<file path="config.mk">
export PLATFORM = sky130hd
export DESIGN_NAME = rat_path_replayer
export DESIGN_NICKNAME = d
export VERILOG_FILES = /design/src/rtl/rat_path_replayer.sv
export SDC_FILE = /design/constraint.sdc
export NUM_CORES = 1
export LEC_CHECK = 0
export CAP_MARGIN = 20
export CORE_MARGIN = 2
export CORE_UTILIZATION = 45
export CTS_CLUSTER_SIZE = 8
export DETAILED_ROUTE_END_ITERATION = 7
export PLACE_DENSITY = 0.58
export SLEW_MARGIN = 20
export SYNTH_ARGS = -nofsm -noshare
export SYNTH_HDL_FRONTEND = slang
export SYNTH_SLANG_ARGS = --single-unit
</file>
<file path="constraint.sdc">
create_clock -name clock -period 4.3 [get_ports clock]
set_input_delay 0.86 -clock clock [delete_from_list [all_inputs] [get_ports clock]]
set_output_delay 0.86 -clock clock [all_outputs]
set_load 0.02 [all_outputs]
</file>
<file path="src/rtl/rat_path_replayer.sv">
// rat_path_replayer: buffers the rat's move stream and replays it as (x,y) positions every STEP_DIV cycles.
// Optional BOUNDS_CHECK_EN: moves leaving 0..15 are skipped and flagged on bad_move instead of wrapping.
module rat_path_replayer #(
  parameter int DEPTH = 256,
  parameter int AW = 8,
  parameter int STEP_DIV = 4,
  parameter logic [3:0] START_X = 4'd0,
  parameter logic [3:0] START_Y = 4'd0
) (
  input  logic          clock,
  input  logic          reset,
  input  logic          move_valid,
  input  logic [1:0]    move,
  input  logic          rat_done,
  input  logic          rat_fail,
  output logic [3:0]    pos_x,
  output logic [3:0]    pos_y,
  output logic          pos_valid,
  output logic          busy,
  output logic          replay_done,
  output logic          path_fail,
  output logic          overflow,
  output logic [AW:0]   path_len
`ifdef BOUNDS_CHECK_EN
  ,
  output logic          bad_move
`endif
);
  localparam int CW = STEP_DIV > 1 ? $clog2(STEP_DIV) : 1;
  typedef enum logic [1:0] {CAPTURE, REPLAY, FINISH, FAILED} state_t;
  state_t state_q, state_d;
  logic [AW:0] len_q, len_d, rd_q, rd_d;
  logic [CW-1:0] cnt_q, cnt_d;
  logic [3:0] x_q, x_d, y_q, y_d, nx, ny;
  logic v_q, v_d, busy_q, busy_d, done_q, done_d, fail_q, fail_d, ovf_q, ovf_d;
  logic [1:0] mem [DEPTH];
  logic [1:0] rd_move;
  logic cap, full, step, more, enter, adv, apply, wr_en;
`ifdef BOUNDS_CHECK_EN
  logic bad_q, bad_d, oob;
`endif
  // path_len doubles as the write pointer; rd_q is AW+1 wide so a completely full buffer still replays
  always_comb begin
    rd_move = mem[rd_q[AW-1:0]];
    nx = x_q + 4'(rd_move == 2'b01) - 4'(rd_move == 2'b10);
    ny = y_q + 4'(rd_move == 2'b11) - 4'(rd_move == 2'b00);
    cap = state_q == CAPTURE;
    full = len_q == (AW+1)'(DEPTH);
    step = state_q == REPLAY && cnt_q == CW'(STEP_DIV - 1);
    more = rd_q != len_q;
    enter = cap && rat_done;
    adv = step && more;
    wr_en = cap && move_valid && !full;
    state_d = enter ? REPLAY : cap && rat_fail ? FAILED : step && !more ? FINISH : state_q;
    len_d = len_q + (AW+1)'(wr_en);
    ovf_d = ovf_q | (cap && move_valid && full);
    fail_d = fail_q | (cap && !rat_done && rat_fail);
    cnt_d = enter || step ? '0 : state_q == REPLAY ? cnt_q + CW'(1) : cnt_q;
    rd_d = rd_q + (AW+1)'(adv);
    v_d = enter || adv;
    busy_d = state_d == REPLAY;
    done_d = state_d == FINISH;
`ifdef BOUNDS_CHECK_EN
    oob = (rd_move == 2'b00 && y_q == 4'd0) || (rd_move == 2'b01 && x_q == 4'd15) ||
          (rd_move == 2'b10 && x_q == 4'd0) || (rd_move == 2'b11 && y_q == 4'd15);
    apply = adv && !oob;
    bad_d = bad_q | (adv && oob);
`else
    apply = adv;
`endif
    x_d = enter ? START_X : apply ? nx : x_q;
    y_d = enter ? START_Y : apply ? ny : y_q;
  end
  always_ff @(posedge clock) begin
    if (wr_en) mem[len_q[AW-1:0]] <= move;
  end
  always_ff @(posedge clock) begin
    if (reset) begin
      state_q <= CAPTURE;
      len_q <= '0;
      rd_q <= '0;
      cnt_q <= '0;
      x_q <= START_X;
      y_q <= START_Y;
      v_q <= 1'b0;
      busy_q <= 1'b0;
      done_q <= 1'b0;
      fail_q <= 1'b0;
      ovf_q <= 1'b0;
`ifdef BOUNDS_CHECK_EN
      bad_q <= 1'b0;
`endif
    end else begin
      state_q <= state_d;
      len_q <= len_d;
      rd_q <= rd_d;
      cnt_q <= cnt_d;
      x_q <= x_d;
      y_q <= y_d;
      v_q <= v_d;
      busy_q <= busy_d;
      done_q <= done_d;
      fail_q <= fail_d;
      ovf_q <= ovf_d;
`ifdef BOUNDS_CHECK_EN
      bad_q <= bad_d;
`endif
    end
  end
  assign pos_x = x_q;
  assign pos_y = y_q;
  assign pos_valid = v_q;
  assign busy = busy_q;
  assign replay_done = done_q;
  assign path_fail = fail_q;
  assign overflow = ovf_q;
  assign path_len = len_q;
`ifdef BOUNDS_CHECK_EN
  assign bad_move = bad_q;
`endif
endmodule

</file>
======== After elaboration in Yosys (flattened, before gate mapping) ========
Memories as Yosys holds them, arrays and structs flattened. A register that Yosys moved wholly into a read port is not among the register bits.
Index checks and enable logic that the tools add are counted.
storage, ports and cells
  register bits ........................... 35
  memory bits (writable) .................. 512
  input bits .............................. 7
  output and inout port bits .............. 22
  memories ................................ 1
memory list
  name  depth  width  read ports  clocked after memory_dff  wr ports  line  RTL
  mem   256    2      1           1                         1         36    logic [1:0] mem [DEPTH];
cells by class
  add/subtract/negate cells ............... 7
  equality and inequality tests ........... 9
  mux-type cells .......................... 6
  bitwise operators ....................... 2
  reduce and logical (&&, ||, !) cells .... 19
operator list
  operator                                                          number
  9-bit by 1-bit adder with 9-bit output                            2
  1-bit logical AND                                                 10
  9-bit == test (second input constant)                             1
  9-bit inequality test                                             1
  4-bit by 1-bit adder with 4-bit output                            2
  2-bit == test (second input constant)                             4
  8-bit 2-to-1 mux                                                  1
  4-bit by 1-bit subtractor with 4-bit output                       2
  2-bit by 1-bit == test with 1-bit output (second input constant)  3
  2-bit 2-to-1 mux                                                  3
  2-bit zero test                                                   2
  2-bit OR reduction                                                2
  1-bit zero test                                                   3
  2-bit by 1-bit adder with 2-bit output (second input constant)    1
  1-bit logical OR                                                  2
  1-bit 2-to-1 mux                                                  2
  1-bit OR                                                          2

======== Depth between registers and ports, before layout ========
  depth after elaboration ................. 7
  gate-level depth with buffers ........... 19

======== Least setup slack after synthesis ========
No wires, ideal clock.
  path type ............................... register to register
  start ................................... register rd_q[1]
  end ..................................... register x_q[3] (netlist: pos_x[3])
  library setup time ...................... 128 ps
  arrival time ............................ 3324 ps
  slack ................................... 848 ps
  cell stages (with the launch flop) ...... 18
  path buffers ............................ 4
  clock period less this slack ............ 3452 ps
  cells stage by stage .................... dfxtp_1 > buf_2 > buf_2 > buf_4 > buf_4 > mux4_2 > a22oi_1 > nand3_1 > a211o_1 > a32oi_1 > ha_1 > ha_1 > a21o_1 > a21oi_1 > xnor2_1 > nand2_1 > xor2_1 > nor2_1
on the way
  longest elaborated chain between the ends .. 2
RTL lines
  what                    line  RTL
  start, declared         32    logic [AW:0] len_q, len_d, rd_q, rd_d;
  start signal, assigned  96    rd_q <= rd_d;
  9-bit inequality test   50    more = rd_q != len_q;
  1-bit logical AND       52    adv = step && more;
  end signal, assigned    83    x_q <= START_X;
  end signal, assigned    98    x_q <= x_d;
  end, declared           34    logic [3:0] x_q, x_d, y_q, y_d, nx, ny;
Every way passes these cells.
A chain may end at the register's enable or synchronous reset.

======== Final worst setup path ========
Ends and elaborated chain as after synthesis.

==> metrics <==
status finished, final reports clean; Area contributors post-synth edfxtp_1, mux4_2, nor2_1; CP cell instances buf_12 > mux2i_1 > o22ai_1 > a2111o_1 > o31ai_1 > a311oi_1 > buf_4 > a32oi_1 > buf_4 > ha_1 > inv_1 > ha_1 > a21o_1 > a21oi_1 > xnor2_1 > nand2_1 > xor2_1 > nor2_1; Skew-Pair Late Insertion Delay 0.62 ns; DRC Markers 0; post-synthesis mux area share between 10% and 20%; Crit Path Class register to register; syn_nets ~1,400; synthesized area about 23,000 um2; cell taking the most area after synthesis edfxtp_1; die footprint about 52,000 um2; H-tree levels 3; area share of fa/ha/maj cells after synthesis 0.891%; EDFF count, synth 512; maxcap violations 0; Final ANT Viol Nets 0; grt ovf 0; Distinct cells, synth 58; FMAX around 240 MHz; IO Count 29; Worst-path clk slew roughly 0.05 ns; Core Rows 82; Post-Synth XOR/XNOR Area under 10%; placed cells about 2,100; Post-CTS Setup Bufs 0; leakage power total just over 0.008 uW; most frequent cells in the layout edfxtp_1, nor2_1, mux4_2; DR WL/cell between 20 and 30 um; drt first pass iters 5; Final Non-Filler Cells 2,232; first-pass GRT wire length 88,900 um; Mapped Cells between 1,000 and 1,500; YS warnings 0; Ant. Diodes 0; DR vias/cell around 5.9; core region area ~50,000 um2; Simple-Gate Fraction of Synth Area between 7 and 8%; # fillers around 4,200; Avg Cell Area, Syn about 16 um2; Clock Path Buffers 3; commonest non-fill, non-tap cell in the layout edfxtp_1; post-synth top area share 67.6%; Clock Sinks between 500 and 600; largest net degree at the start of global routing ~130; flops & latches, synth 547; crit-path leading delay family compound AO/OA/AOI/OAI gates; Die Y approximately 230 um; IO Port Bufs 28; post-CTS sizing 0; RSZ-0062 raised after global routing no; Crit path buffers/inverters 4; Startpoint Class register; CP endpoint kind register; Starting DRT DRC Count about 1,300; Root Buffer clkbuf_16; post-synthesis compound-gate area fraction between 3 and 4%; Period minus WS final 4.10 ns; PD cells 438 nW/um2; ys async rst share 0%; hold buffer count at cts 0; Slowest-stage cell, CP dfxtp_4; Worst Hold Class register to register; largest family of logic cells by synthesized area multiplexers; vias in the first global route ~14,000; fin nets approximately 1,600; Slew Limit Fails 0; P&R area growth vs syn 15.9%; Main synth FF type edfxtp_1; Slew HR a little over a third; Num CTS Buffers 78; worst endpoint required time 4.79 ns; antenna violations before repair 1; WL final around 60,000 um; Seq/Total Area, Yosys a little over two thirds; final period utilization between 90 and 100%; Hold Violations, Final 0; crit path max fanout 32; Peak supply drop ~0.00029 V; gr usage total around 23%; routed vias 13,100; post-layout util between 50% and 60%; CTS tree done; Worst Skew roughly 0.024 ns; DP HPWL around 37,000 um; Die W roughly 230 um; Worst path max stage delay between 0.5 and 0.6 ns; Worst Max-Slew Pin Slew roughly 0.97 ns; Setup Viol. Count Final 0; share of cells above drive strength 1 a little under a fifth; critical path data arrival time between 4 and 5 ns; Initial Util between 40% and 50%; setup TNS 0 ns; Final Wtd Congestion about 0.84
==> final cells by class <==
cell class	count	area [um2]	share of cell area, %
Clock buffer	102	2040	7.74
Clock inverter	8	104	0.394
Inverter	13	48.8	0.185
Multi-Input combinational cell	772	6130	23.3
Sequential cell	547	16100	61.0
Tap cell	672	841	3.19
Timing Repair Buffer	118	1120	4.23
==> path summary, 6_finish.rpt <==
check,startpoint,to,slack (ns),cells past startpoint
max,rd_q[1],pos_x[3],0.20,18
min,cnt_q[1],cnt_q[1],0.46,2
max reg2reg,rd_q[1],pos_x[3],0.20,18
min reg2reg,cnt_q[1],cnt_q[1],0.46,2
==> cell families (layout without fill, tap and decap cells) <==
| kind of cell | count (synthesis) | in the layout |
|---|---|---|
| xor+xnor | 26 | 26 |
| compound gates | 124 | 124 |
| mux | 178 | 178 |
| simple gates | 429 | 429 |
| fa+ha+maj | 15 | 15 |
| buf+inv | 106 | 241 |
| flops | 547 | 547 |
==> sequential cells by signal, summed over array words and instances (netlist names) <==
signal       cells
pos_y            4
rd_q             9
path_fail        1
replay_done      1
pos_x            4
state_q          2
pos_valid        1
busy             1
overflow         1
mem            512
cnt_q            2
path_len         9
==> power breakdown <==
group / internal, uW / leakage, uW / switching (uW)
clock: 3290 / 0.00104 / 2200
sequential: 5840 / 0.00489 / 11.5
combinational: 57.7 / 0.00218 / 154
total: 9180 / 0.00811 / 2370
==> worst register-to-register path: cells and delay by family (launching register included) <==
kind,cells,cell delay (ns)
flip-flops,1,0.52
XOR/XNOR,2,0.26
multiplexers,1,0.36
AND/OR/NAND/NOR,2,0.13
AO/OA/AOI/OAI,7,1.62
buffers and inverters,4,0.68
adder cells (fa/ha/maj),2,0.39
==> cells in the mapped netlist, types with 3 or more instances <==
master	instances
and2_1	3
clkbuf_1	54
nand3b_1	4
nand2b_1	5
o221ai_1	9
buf_6	10
ha_1	13
nand2_1	50
mux4_2	98
buf_2	17
a21oi_1	32
nand3_1	21
nand4_1	7
inv_1	12
mux2i_1	74
buf_4	9
o21ai_0	12
a22oi_1	17
dfxtp_1	35
xnor2_1	8
xor2_1	18
nor3_1	6
a211o_1	3
mux2_2	4
nor2b_1	17
a221oi_1	8
a21o_1	4
a31oi_1	5
and3_1	3
nor2_1	299
edfxtp_1	512
or3_1	5
o22ai_1	11
==> per-stage QoR <==
stage / hold slack [ns] / power (uW) / setup WS (ns) / instance area, um2
final: 0.463 / 11500 / 0.202 / 26400
after global routing: 0.496 / 11900 / 0.00405 / 26400
after CTS: 0.462 / 11600 / 0.216 / 26300
after floorplan: 0.436 / 6020 / 0.848 / 22800
after global placement: 0.444 / 6160 / 0.216 / 24200
after detailed placement: 0.456 / 6160 / 0.238 / 24200
==> per-layer routing <==
metal / GRT usage [%] / share of wire (%)
met1: 32.0 / 42
met5: 0 / 0
met3: 3.34 / 6.9
met2: 37.8 / 49
met4: 7.67 / 2.3
Power figures use the tool's default switching activity.
